[src/rtl/fmap_seq.sv]
// Feature-map buffer sequencer: raster fill of a 16-bank buffer, then same-padded 3x3 tap replay.
// Latency: writes land on the accept edge; rd_addr 1 cycle and tap flags 2 cycles after tap issue.
// Backpressure: in_ready drops once the map is full; the scan itself never stalls.
module fmap_seq #(
  parameter int ADDR_WIDTH = 8,
  parameter int ROWS       = 14,
  parameter int COLS       = 14
) (
  input  logic                  clk,
  input  logic                  rst_n,
  input  logic                  in_valid,
  output logic                  in_ready,
  output logic                  wr_en,
  output logic [ADDR_WIDTH-1:0] wr_addr,
  output logic                  fmap_full,
  input  logic                  rd_start,
  output logic [ADDR_WIDTH-1:0] rd_addr,
  output logic                  rd_data_valid,
  output logic                  rd_pad,
  output logic                  rd_tap_last,
  output logic                  rd_win_last,
  output logic                  done
);

  localparam int RW = (ROWS > 1) ? $clog2(ROWS) : 1;
  localparam int CW = (COLS > 1) ? $clog2(COLS) : 1;

  localparam logic [ADDR_WIDTH-1:0] LAST_PIX = ADDR_WIDTH'(ROWS * COLS - 1);
  localparam logic [ADDR_WIDTH-1:0] COLS_A   = ADDR_WIDTH'(COLS);
  localparam logic [ADDR_WIDTH-1:0] NEG_COLS = ADDR_WIDTH'(-COLS);
  localparam logic [RW-1:0]         ROW_LAST = RW'(ROWS - 1);
  localparam logic [CW-1:0]         COL_LAST = CW'(COLS - 1);

  typedef enum logic [2:0] {IDLE, FILL, FULL, SCAN, FLUSH} state_t;

  state_t                  state;
  logic [ADDR_WIDTH-1:0]   wr_cnt;
  logic [ADDR_WIDTH-1:0]   row_base;   // row * COLS, kept incrementally
  logic [RW-1:0]           row;
  logic [CW-1:0]           col;
  logic [1:0]              kr;         // tap row index, dr = kr - 1
  logic [1:0]              kc;         // tap column index, dc = kc - 1

  logic                    tap_pad;
  logic                    tap_last;
  logic                    scan_last;
  logic [ADDR_WIDTH-1:0]   tap_addr;
  logic [ADDR_WIDTH-1:0]   row_off;

  logic                    v1;
  logic                    pad1;
  logic                    tl1;
  logic                    wl1;

  // Write side and status levels are pure state decodes.
  assign in_ready  = (state == IDLE) || (state == FILL);
  assign wr_en     = in_valid & in_ready;
  assign wr_addr   = wr_cnt;
  assign fmap_full = (state == FULL);
  assign done      = (state == FLUSH);

  // Tap address and pad decode. Modular AW-bit arithmetic is exact for in-range taps;
  // out-of-range taps produce garbage here but are replaced by 0 in the pipeline.
  always_comb begin
    tap_pad   = 1'b0;
    tap_last  = 1'b0;
    scan_last = 1'b0;
    row_off   = '0;
    tap_addr  = '0;
    if ((kr == 2'd0 && row == '0) || (kr == 2'd2 && row == ROW_LAST) ||
        (kc == 2'd0 && col == '0) || (kc == 2'd2 && col == COL_LAST))
      tap_pad = 1'b1;
    if (kr == 2'd0)
      row_off = NEG_COLS;
    else if (kr == 2'd2)
      row_off = COLS_A;
    tap_addr  = row_base + ADDR_WIDTH'(col) + row_off + ADDR_WIDTH'(kc) - ADDR_WIDTH'(1);
    tap_last  = (kr == 2'd2) && (kc == 2'd2);
    scan_last = tap_last && (col == COL_LAST) && (row == ROW_LAST);
  end

  // Main FSM: fill counter, scan counters (tap inner, column, row outer).
  always_ff @(posedge clk or negedge rst_n) begin
    if (!rst_n) begin
      state    <= IDLE;
      wr_cnt   <= '0;
      row_base <= '0;
      row      <= '0;
      col      <= '0;
      kr       <= '0;
      kc       <= '0;
    end else begin
      case (state)
        IDLE, FILL: begin
          if (wr_en) begin
            wr_cnt <= wr_cnt + ADDR_WIDTH'(1);
            state  <= (wr_cnt == LAST_PIX) ? FULL : FILL;
          end
        end
        FULL: begin
          if (rd_start)
            state <= SCAN;
        end
        SCAN: begin
          if (kc == 2'd2) begin
            kc <= 2'd0;
            if (kr == 2'd2) begin
              kr <= 2'd0;
              if (col == COL_LAST) begin
                col      <= '0;
                row_base <= row_base + COLS_A;
                row      <= (row == ROW_LAST) ? '0 : row + RW'(1);
              end else begin
                col <= col + CW'(1);
              end
            end else begin
              kr <= kr + 2'd1;
            end
          end else begin
            kc <= kc + 2'd1;
          end
          if (scan_last)
            state <= FLUSH;
        end
        FLUSH: begin
          wr_cnt   <= '0;
          row_base <= '0;
          row      <= '0;
          col      <= '0;
          kr       <= '0;
          kc       <= '0;
          state    <= IDLE;
        end
        default: state <= IDLE;
      endcase
    end
  end

  // Read pipeline: stage 1 registers the address, stage 2 aligns flags with bank rd_data.
  always_ff @(posedge clk or negedge rst_n) begin
    if (!rst_n) begin
      rd_addr       <= '0;
      v1            <= 1'b0;
      pad1          <= 1'b0;
      tl1           <= 1'b0;
      wl1           <= 1'b0;
      rd_data_valid <= 1'b0;
      rd_pad        <= 1'b0;
      rd_tap_last   <= 1'b0;
      rd_win_last   <= 1'b0;
    end else begin
      v1            <= (state == SCAN);
      pad1          <= (state == SCAN) && tap_pad;
      tl1           <= (state == SCAN) && tap_last;
      wl1           <= (state == SCAN) && scan_last;
      rd_addr       <= ((state == SCAN) && !tap_pad) ? tap_addr : '0;
      rd_data_valid <= v1;
      rd_pad        <= pad1;
      rd_tap_last   <= tl1;
      rd_win_last   <= wl1;
    end
  end

endmodule

[config.mk]
export PLATFORM = sky130hd
export DESIGN_NAME = fmap_seq
export DESIGN_NICKNAME = d
export VERILOG_FILES = /design/src/rtl/fmap_seq.sv
export SDC_FILE = /design/constraint.sdc
export NUM_CORES = 1
export LEC_CHECK = 0
export CAP_MARGIN = 15
export CELL_PAD_IN_SITES_DETAIL_PLACEMENT = 1
export CELL_PAD_IN_SITES_GLOBAL_PLACEMENT = 1
export CORE_MARGIN = 3
export CORE_UTILIZATION = 25
export CTS_CLUSTER_DIAMETER = 120
export DETAILED_ROUTE_END_ITERATION = 10
export PLACE_DENSITY_LB_ADDON = 0.1
export SLEW_MARGIN = 20
export SYNTH_ARGS = -nofsm -noshare
export SYNTH_HDL_FRONTEND = slang
export SYNTH_SLANG_ARGS = --single-unit
[constraint.sdc]
create_clock -name clk -period 2.35 [get_ports clk]
set_input_delay 0.3525 -clock clk [delete_from_list [all_inputs] [get_ports clk]]
set_output_delay 0.3525 -clock clk [all_outputs]
set_load 0.005 [all_outputs]
==> results of run 1 <==
area by class of cell:
type / count / area share
multi-input cells: 195 / 0.432
flip-flops and latches: 46 / 0.308
repair buffers: 66 / 0.153
well taps: 136 / 0.0456
inverters: 37 / 0.0375
clock buffers: 5 / 0.0184
clock inverters: 3 / 0.00570
timing repair:
action                     CTS  global route
setup buffers                4             3
pin swaps                    0             3
setup endpoints to repair    4             4
gates resized for setup      7            12
power groups by stage:
stage / Sequential (W) / Combinational [W] / Clock (W)
finish: 0.000927 / 0.000280 / 0.000514
global route: 0.000944 / 0.000322 / 0.000576
CTS: 0.000931 / 0.000288 / 0.000544
detailed placement: 0.000948 / 0.000284 / 0
global placement: 0.000942 / 0.000284 / 0
floorplan: 0.000931 / 0.000112 / 0
flip-flops by register name, summed over array words and instances, names as in the netlist, 2 cells and up:
| register | flops |
|---|---|
| row_base | 7 |
| col | 4 |
| kc | 2 |
| kr | 2 |
| rd_addr | 8 |
| row | 4 |
| wr_addr | 8 |
| state | 3 |
routing by layer:
layer | part of all wire | vias up | routed length (um)
li1 | - | 1126 | -
met1 | 0.47 | 1132 | 3440
met2 | 0.48 | 27 | 3510
met3 | 0.025 | 10 | 184
met4 | 0.017 | 0 | 125
met5 | 0 | - | 0
worst max-delay path, stage by stage (launching register included):
cell and delay, ns:
dfrtp_1 0.38, inv_2 0.06, ha_4 0.26, inv_2 0.03
fa_2 0.58, ha_4 0.22, a211o_1 0.30, a21oi_2 0.15
mux2i_1 0.19, a21oi_1 0.08
how the worst max path moves through the flow:
stage               depth (start not counted)   startpoint  slack (ns)          to
floorplan                                   9       col[1]       0.006  rd_addr[7]
global placement                            9        kr[0]       -0.03  rd_addr[7]
detailed placement                          9  row_base[3]       -0.06  rd_addr[6]
CTS                                         9        kr[0]       -0.07  rd_addr[7]
global route                                9        kr[0]       -0.16  rd_addr[7]
finish                                      9       col[1]       -0.03  rd_addr[5]
stage by stage:
stage	area [um2]	hold slack (ns)	TNS (ns)	util	setup WS, ns
after floorplan	2880	0.0569	0	-	0.00599
after global placement	3500	0.334	-0.0792	0.330	-0.0304
after detailed placement	3500	0.336	-0.154	0.330	-0.0605
after CTS	3640	0.0670	-0.123	0.343	-0.0689
after global routing	3730	0.0791	-0.343	0.352	-0.156
final	3730	0.0385	-0.0469	0.352	-0.0253
kinds of logic after synthesis:
| family | count (synthesis) |
|---|---|
| multiplexers | 5 |
| buffers and inverters | 47 |
| AND/OR/NAND/NOR | 100 |
| AO/OA/AOI/OAI | 51 |
| XOR/XNOR | 10 |
| adder cells (fa/ha/maj) | 29 |
| flip-flops | 46 |
cell usage in the layout (no fill, tap or decap), types with 3 or more instances in the layout:
cell / n
ha_1: 11
inv_1: 29
nor3_1: 8
fa_1: 3
o21ai_0: 10
nand4_1: 11
a21oi_1: 17
xor2_1: 7
dfrtp_1: 46
mux2i_1: 4
nor2_1: 23
nand3_1: 12
inv_2: 7
ha_4: 12
or4_1: 3
clkbuf_8: 5
and2_1: 4
o21a_1: 4
and3_1: 7
nand2_1: 16
o31ai_1: 3
buf_4: 38
clkdlybuf4s50_1: 26
==> results.ini, run 1 <==
[outcome]
status=finished with violations
violations=negative setup slack

[grt]
grt_max_degree=25
grt-ovfl-total=0
busiest_layer=met2
grt_first_pass_wirelength_mm=12.6
grt_pass1_vias=2503
met2_usage=0.207
antenna_found_initial=0
gr-usage-all-layers=0.125
met3_usage=0.0239
grt_util_met1=0.164

[setup_path]
crit_required_ns=2.55
crit_path_max_fanout=3
reg2reg_to=rd_addr[5]
reg2reg_slack_ns=-0.03
r2r_cells=9
critical_path_class=reg -> reg
r2r-start=col[1]
startpoint_type=register
worstSetupEndpointType=register
crit_arrival_ns=2.57

[yosys]
seq_area_frac_synth=0.413
ys_warn_count=0
syn_nets=321
synthMuxAreaShare=0.0197
synth-xor-area-share=0.0364
ys_seq_elements=46
synth_top_cells_by_count=dfrtp_1, inv_1, ha_1
synth_top_flop_cell=dfrtp_1
syn_area_per_cell_um2=9.68
syn_area_um2=2790
synth_top_family_by_area=simple AND/OR/NAND/NOR gates
synth_area_leaders=dfrtp_1, ha_1, inv_1
synthArstFlopShare=1.00
synth-edff-count=0
yosysTopAreaCellShare=0.413
synthesis.instances=288
synth-compound-area-share=0.115
synth_area_leader_cell=dfrtp_1
synth_fa_ha_area_frac=0.144
synth.most_common_cell=dfrtp_1
yosysUniqueCellTypes=47
synth-simple-area-share=0.196

[finish]
antennaDiodeCount=0
nNetsFinal=384
multi_input_area_um2=1610
fin_cells=488
drive_above_1_share=0.236
nFillCells=1235
area.sequential_um2=1150
syn2layout_area_growth_pct=34.0

[die]
core.rowCount=37
initial_core_util=0.263
core_um2=10600
die_x_um=112
die_area_um2=12500
ioPinCount=28
dieHeight_um=112

[placement]
dp.cells=473
routabilityCongestion=0.721
place_hpwl_mm=5.45
port_buffers=27

[route]
drt-total-wl_mm=7.26
drc_errors=0
dr.pass1.iters=4
vias_per_cell=4.70
wl_per_cell_um=14.9
drtIter0Drc=84
vias=2295
ant_nets=0

[cts]
path_clk_slew_ns=0.10
clk_latency_ns=0.31
hold_buffers=0
cts.sinks=46
clockBufferDepth=2
h-tree-depth=2
cts_tree=yes
numCtsBuffers=5
root_buffer=clkbuf_8

[power]
powerDensity_nw_per_um2=461
p_int_w=0.00123
power.total_w=0.00172
p_seq_frac=0.539
switchingPower_w=0.000495
clkPwrFrac=0.299
combPwrFrac=0.162
ir_worst_vdd_mv=0.315
swShare=0.288
p_leak_nw=1.68

[worst_hold_path]
hold_path_class=in -> async

[sta]
maxSlewHeadroom=0.606
rsz0062_at_grt=true
fin_skew_ns=0.00621
fin_ws_ns=-0.0253
setup_viol=2
fmax_ghz=0.421
drv_slew=0
worstMarginPinSlew_ns=0.591
hold_violations=0
fin_crit_sh=1.01
period_needed_ns=2.38

[job]
drv_cap=0

Power figures use the tool's default switching activity.
==> run 2: changes to the inputs <==
--- a/config.mk
+++ b/config.mk
@@ -7,2 +7,3 @@
 export LEC_CHECK = 0
+export ABC_CLOCK_PERIOD_IN_PS = 2350
 export CAP_MARGIN = 15
@@ -14,3 +15,3 @@
 export DETAILED_ROUTE_END_ITERATION = 10
-export PLACE_DENSITY_LB_ADDON = 0.1
+export PLACE_DENSITY_LB_ADDON = 0.08
 export SLEW_MARGIN = 20
==> constraint.sdc (replaced) <==
create_clock -name clk -period 2.35 [get_ports clk]
set_input_delay 0.47 -clock clk [delete_from_list [all_inputs] [get_ports clk]]
set_output_delay 0.47 -clock clk [all_outputs]
set_load 0.005 [all_outputs]
==> run 2 against run 1 <==
Net effect:
- the run still ends with negative setup slack left
- sequential share of layout area increased by 0.11 points
- combinational power about the same
- sequential power hardly changed
- first-iteration DRC count shrank 4.8%
- hold slack better by 0.16 ns
- final cell count is 0.20% higher
- critical path type unchanged
- largest cell class unchanged
- largest power group unchanged
- highest routed layer unchanged
==> results.ini, run 2 (synthesis results as in run 1) <==
[outcome]
status=finished with violations
violations=negative setup slack

[setup_path]
r2r_cells=9  ; unchanged
reg2reg_slack_ns=-0.07  ; -0.04 ns
r2r-start=kr[0]
reg2reg_to=rd_addr[7]
crit_path_max_fanout=4  ; +1
startpoint_type=register
critical_path_class=reg -> reg
crit_arrival_ns=2.61  ; +0.04 ns
worstSetupEndpointType=register
crit_required_ns=2.55  ; about the same

[finish]
syn2layout_area_growth_pct=33.5
fin_cells=489  ; +0.20%
nNetsFinal=385  ; +0.26%
antennaDiodeCount=0  ; unchanged
multi_input_area_um2=1600  ; -0.54%
nFillCells=1228  ; -0.57%
final_cell_mix=dfrtp_1, buf_4, inv_1
drive_above_1_share=0.227  ; -0.00917
layout_commonest_cell=dfrtp_1
area.sequential_um2=1150  ; unchanged

[grt]
grt-ovfl-total=0  ; unchanged
busiest_layer=met2
met3_usage=0.0212  ; -0.00272
grt_first_pass_wirelength_mm=12.4  ; -1.4%
gr-usage-all-layers=0.122  ; -0.00258
antenna_found_initial=0  ; unchanged
met2_usage=0.214  ; +0.00684
grt_pass1_vias=2531  ; +1.1%
grt_util_met1=0.153  ; -0.0116
grt_max_degree=29  ; +16%

[route]
drtIter0Drc=80  ; -4.8%
drt-total-wl_mm=7.07  ; -2.6%
vias_per_cell=4.65  ; -1.0%
vias=2276  ; -0.83%
drc_errors=0  ; unchanged
dr.pass1.iters=4  ; unchanged
wl_per_cell_um=14.5  ; -2.8%
ant_nets=0  ; unchanged

[die]
core_um2=10600  ; unchanged
core.rowCount=37  ; unchanged
die_area_um2=12500  ; unchanged
die_x_um=112  ; unchanged
initial_core_util=0.263  ; unchanged
dieHeight_um=112  ; unchanged
ioPinCount=28  ; unchanged

[job]
drv_cap=0  ; unchanged

[power]
p_leak_nw=1.69  ; about the same
p_seq_frac=0.537  ; -0.002
ir_worst_vdd_mv=0.256  ; -19%
power.total_w=0.00172  ; +0.11%
combPwrFrac=0.162  ; about the same
clkPwrFrac=0.301  ; +0.002
powerDensity_nw_per_um2=463  ; +0.48%
switchingPower_w=0.000498  ; +0.54%
p_int_w=0.00122  ; about the same
swShare=0.289  ; +0.00122

[worst_hold_path]
hold_path_class=in -> async

[placement]
port_buffers=27  ; unchanged
place_hpwl_mm=5.40  ; -0.90%
routabilityCongestion=0.725  ; +0.44%
dp.cells=476  ; +0.63%

[sta]
setup_viol=2  ; unchanged
rsz0062_at_grt=true
fin_ws_ns=-0.0671  ; -0.0418 ns
fin_crit_sh=1.03  ; +0.0178
maxSlewHeadroom=0.538  ; -0.0676
period_needed_ns=2.42  ; +0.0418 ns
hold_violations=0  ; unchanged
fin_skew_ns=0.00435  ; -0.00186 ns
worstMarginPinSlew_ns=0.693  ; +0.101 ns
fmax_ghz=0.414  ; -1.7%
drv_slew=0  ; unchanged

[cts]
numCtsBuffers=5  ; unchanged
cts_tree=yes
clockBufferDepth=2  ; unchanged
cts.sinks=46  ; unchanged
clk_latency_ns=0.31  ; about the same
root_buffer=clkbuf_8
path_clk_slew_ns=0.10  ; about the same
h-tree-depth=2  ; unchanged

[run 2: power groups by stage]
stage / Combinational [W] / Sequential (W) / Clock [W]
2_1_floorplan: 0.000112 / 0.000931 / 0
3_3_place_gp: 0.000281 / 0.000943 / 0
3_5_place_dp: 0.000286 / 0.000946 / 0
4_1_cts: 0.000288 / 0.000929 / 0.000545
5_1_grt: 0.000315 / 0.000942 / 0.000581
6_report: 0.000279 / 0.000925 / 0.000518
[run 2: final cells by class]
cell class,count,area share
Timing Repair Buffer,67,0.152
Multi-Input combinational cell,195,0.431
Sequential cell,46,0.309
Inverter,37,0.0377
Clock inverter,3,0.00572
Clock buffer,5,0.0185
Tap cell,136,0.0457
[run 2: repair_timing]
action	CTS	global route
gates resized for setup	8	10
hold buffers	0	0
pin swaps	7	7
endpoints found under the hold margin	0	0
buffers inserted	2	3
endpoints found under the setup margin	4	5
[run 2: critical path: stages, from the launching register on]
cell and delay (ns):
dfrtp_1 0.43, or2_4 0.31, ha_4 0.27, inv_2 0.04, ha_4 0.23, ha_4 0.23, a2111o_1 0.37, a21o_1 0.19
a21oi_2 0.19, nor3_4 0.05
[run 2: worst max-delay path by stage]
stage,start,cells after the start,endpoint
2_1_floorplan,col[1],9,rd_addr[7]
3_3_place_gp,row_base[1],9,rd_addr[5]
3_5_place_dp,col[1],9,rd_addr[6]
4_1_cts,row_base[1],9,rd_addr[5]
5_1_grt,kr[0],9,rd_addr[7]
6_report,kr[0],9,rd_addr[7]
[run 2: stage by stage]
step                cell area (um2)  setup TNS (ns)  setup WS, ns  hold WS [ns]   util
finish                         3720         -0.0951       -0.0671         0.194  0.351
global placement               3510         -0.0972       -0.0391         0.335  0.331
floorplan                      2880               0       0.00599         0.174      -
global route                   3720          -0.615        -0.166         0.242  0.351
CTS                            3640          -0.205        -0.102         0.228  0.343
detailed placement             3510          -0.238       -0.0808         0.336  0.331
[run 2: metal layers]
layer | vias up | share of wire
li1 | 1123 | -
met1 | 1115 | 0.47
met2 | 27 | 0.48
met3 | 11 | 0.027
met4 | 0 | 0.021
met5 | - | 0
==> run 3: changes to the inputs <==
Settings changed: CORE_UTILIZATION 25 to 40.
==> run 3 against run 2 <==
Net effect:
- sequential power barely moved
- critical path depth is the same
- largest power group unchanged
- fmax increased by 0.46%
- setup slack improved by 0.011 ns
- the run still ends with negative setup slack left
- sequential cell count is the same
- core utilization rose by 22 points
- clock skew grew 0.00071 ns
==> results.ini, run 3 (synthesis results as in run 1) <==
[setup_path]
r2r_cells=9  ; unchanged
endpoint=rd_addr[7]
crit_path_max_fanout=5  ; +1
r2r-start=kr[0]
worstSetupStartpoint=kr[0]
crit_arrival_ns=2.63  ; +0.02 ns
reg2reg_slack_ns=-0.06  ; about the same
crit_required_ns=2.57  ; +0.02 ns
critical_path_class=reg -> reg
reg2reg_to=rd_addr[7]
startpoint_type=register
worstSetupEndpointType=register

[grt]
gr-usage-all-layers=0.185  ; +0.0635
grt_util_met1=0.232  ; +0.0797
grt_max_degree=26  ; -10%
busiest_layer=met2
grt_first_pass_wirelength_mm=11.4  ; -7.8%
antenna_found_initial=0  ; unchanged
met2_usage=0.333  ; +0.119
grt_pass1_vias=2370  ; -6.4%
grt-ovfl-total=0  ; unchanged
met3_usage=0.0295  ; +0.00830

[job]
drv_cap=0  ; unchanged

[die]
die_area_um2=8010  ; -36%
ioPinCount=28  ; unchanged
core_um2=6570  ; -38%
dieHeight_um=89.5  ; -20%
initial_core_util=0.424  ; +0.162
core.rowCount=29  ; -22%
die_x_um=89.5  ; -20%

[outcome]
violations=negative setup slack
status=finished with violations

[cts]
cts.sinks=46  ; unchanged
clk_latency_ns=0.30  ; about the same
numCtsBuffers=5  ; unchanged
h-tree-depth=2  ; unchanged
path_clk_slew_ns=0.09  ; about the same
clockBufferDepth=2  ; unchanged
cts_tree=yes
root_buffer=clkbuf_8

[power]
p_leak_nw=1.71  ; +1.5%
powerDensity_nw_per_um2=483  ; +4.4%
ir_worst_vdd_mv=0.222  ; -13%

[route]
drtIter0Drc=78  ; -2.5%
wl_per_cell_um=15.6  ; +8.0%
drc_errors=0  ; unchanged
vias_per_cell=5.17  ; +11%
ant_nets=0  ; unchanged
drt-total-wl_mm=7.00  ; -1.0%
vias=2316  ; +1.8%
dr.pass1.iters=4  ; unchanged

[finish]
nNetsFinal=387  ; +0.52%
final_cell_mix=dfrtp_1, buf_4, inv_1
fin_cells=448  ; -8.4%
layout_commonest_cell=dfrtp_1
syn2layout_area_growth_pct=34.3
antennaDiodeCount=0  ; unchanged
drive_above_1_share=0.242  ; +0.0156

[sta]
fin_skew_ns=0.00507  ; +0.000715 ns
fin_crit_sh=1.02  ; -0.00469
fmax_ghz=0.416  ; +0.46%
fin_ws_ns=-0.0561  ; +0.0110 ns
period_needed_ns=2.41  ; -0.0110 ns
maxSlewHeadroom=0.626  ; +0.0879
drv_slew=0  ; unchanged
hold_slack_ns=0.156  ; -0.0377 ns
worstMarginPinSlew_ns=0.561  ; -0.132 ns
hold_violations=0  ; unchanged
rsz0062_at_grt=true
setup_viol=2  ; unchanged

[worst_hold_path]
hold_path_class=in -> async

[placement]
routabilityCongestion=0.810  ; +12%
dp.cells=426  ; -11%
port_buffers=27  ; unchanged
place_hpwl_mm=5.08  ; -5.9%

## run 3: critical path, cell delays in order, from the launching register on
cell	delay, ns
dfrtp_1	0.41
or2_4	0.30
ha_4	0.27
inv_2	0.03
ha_4	0.26
ha_4	0.21
a2111o_1	0.37
a21o_1	0.17
and3_1	0.14
nor3_1	0.15
## run 3: area by class of cell
cell class	instances	area [um2]
Clock buffer	6	72.6
Clock inverter	2	37.5
Fill cell	736	2820
Inverter	37	140
Multi-Input combinational cell	195	1630
Sequential cell	46	1150
Tap cell	93	116
Timing Repair Buffer	69	597
## run 3: per-layer routing
layer | wire length (um) | part of all wire
met5 | 0 | 0
met4 | 79 | 0.011
met3 | 117 | 0.017
met2 | 3630 | 0.52
met1 | 3170 | 0.45
## run 3: worst min path at each step
stage                              to  slack, ns  cells after the start
after floorplan                col[0]       0.17                      0
after global placement    rd_tap_last       0.33                      0
after detailed placement       rd_pad       0.34                      0
after CTS                 rd_tap_last       0.17                      1
after global routing      rd_tap_last       0.17                      1
final                             tl1       0.16                      1
## run 3: where the power goes
group	internal (W)	switching (W)
logic	0.000166	0.000117
registers	0.000849	0.0000764
clock network	0.000318	0.000284
## run 3: stage by stage
step                 util  worst slack [ns]  TNS, ns  instance area [um2]  power (W)
finish              0.570           -0.0561  -0.0630                 3740    0.00181
global route        0.570            -0.135   -0.340                 3740    0.00191
CTS                 0.551           -0.0777   -0.110                 3620    0.00183
detailed placement  0.520           -0.0717   -0.204                 3410    0.00123
global placement    0.520           -0.0113  -0.0279                 3410    0.00121
floorplan               -           0.00599        0                 2880    0.00104
## run 3: repair_timing
item | 4_1_cts | 5_1_grt
hold buffers | 0 | 0
gates resized for setup | 11 | 12
cloned | 0 | 0
pin swaps | 4 | 13
endpoints found under the setup margin | 4 | 5
setup buffers | 7 | 7
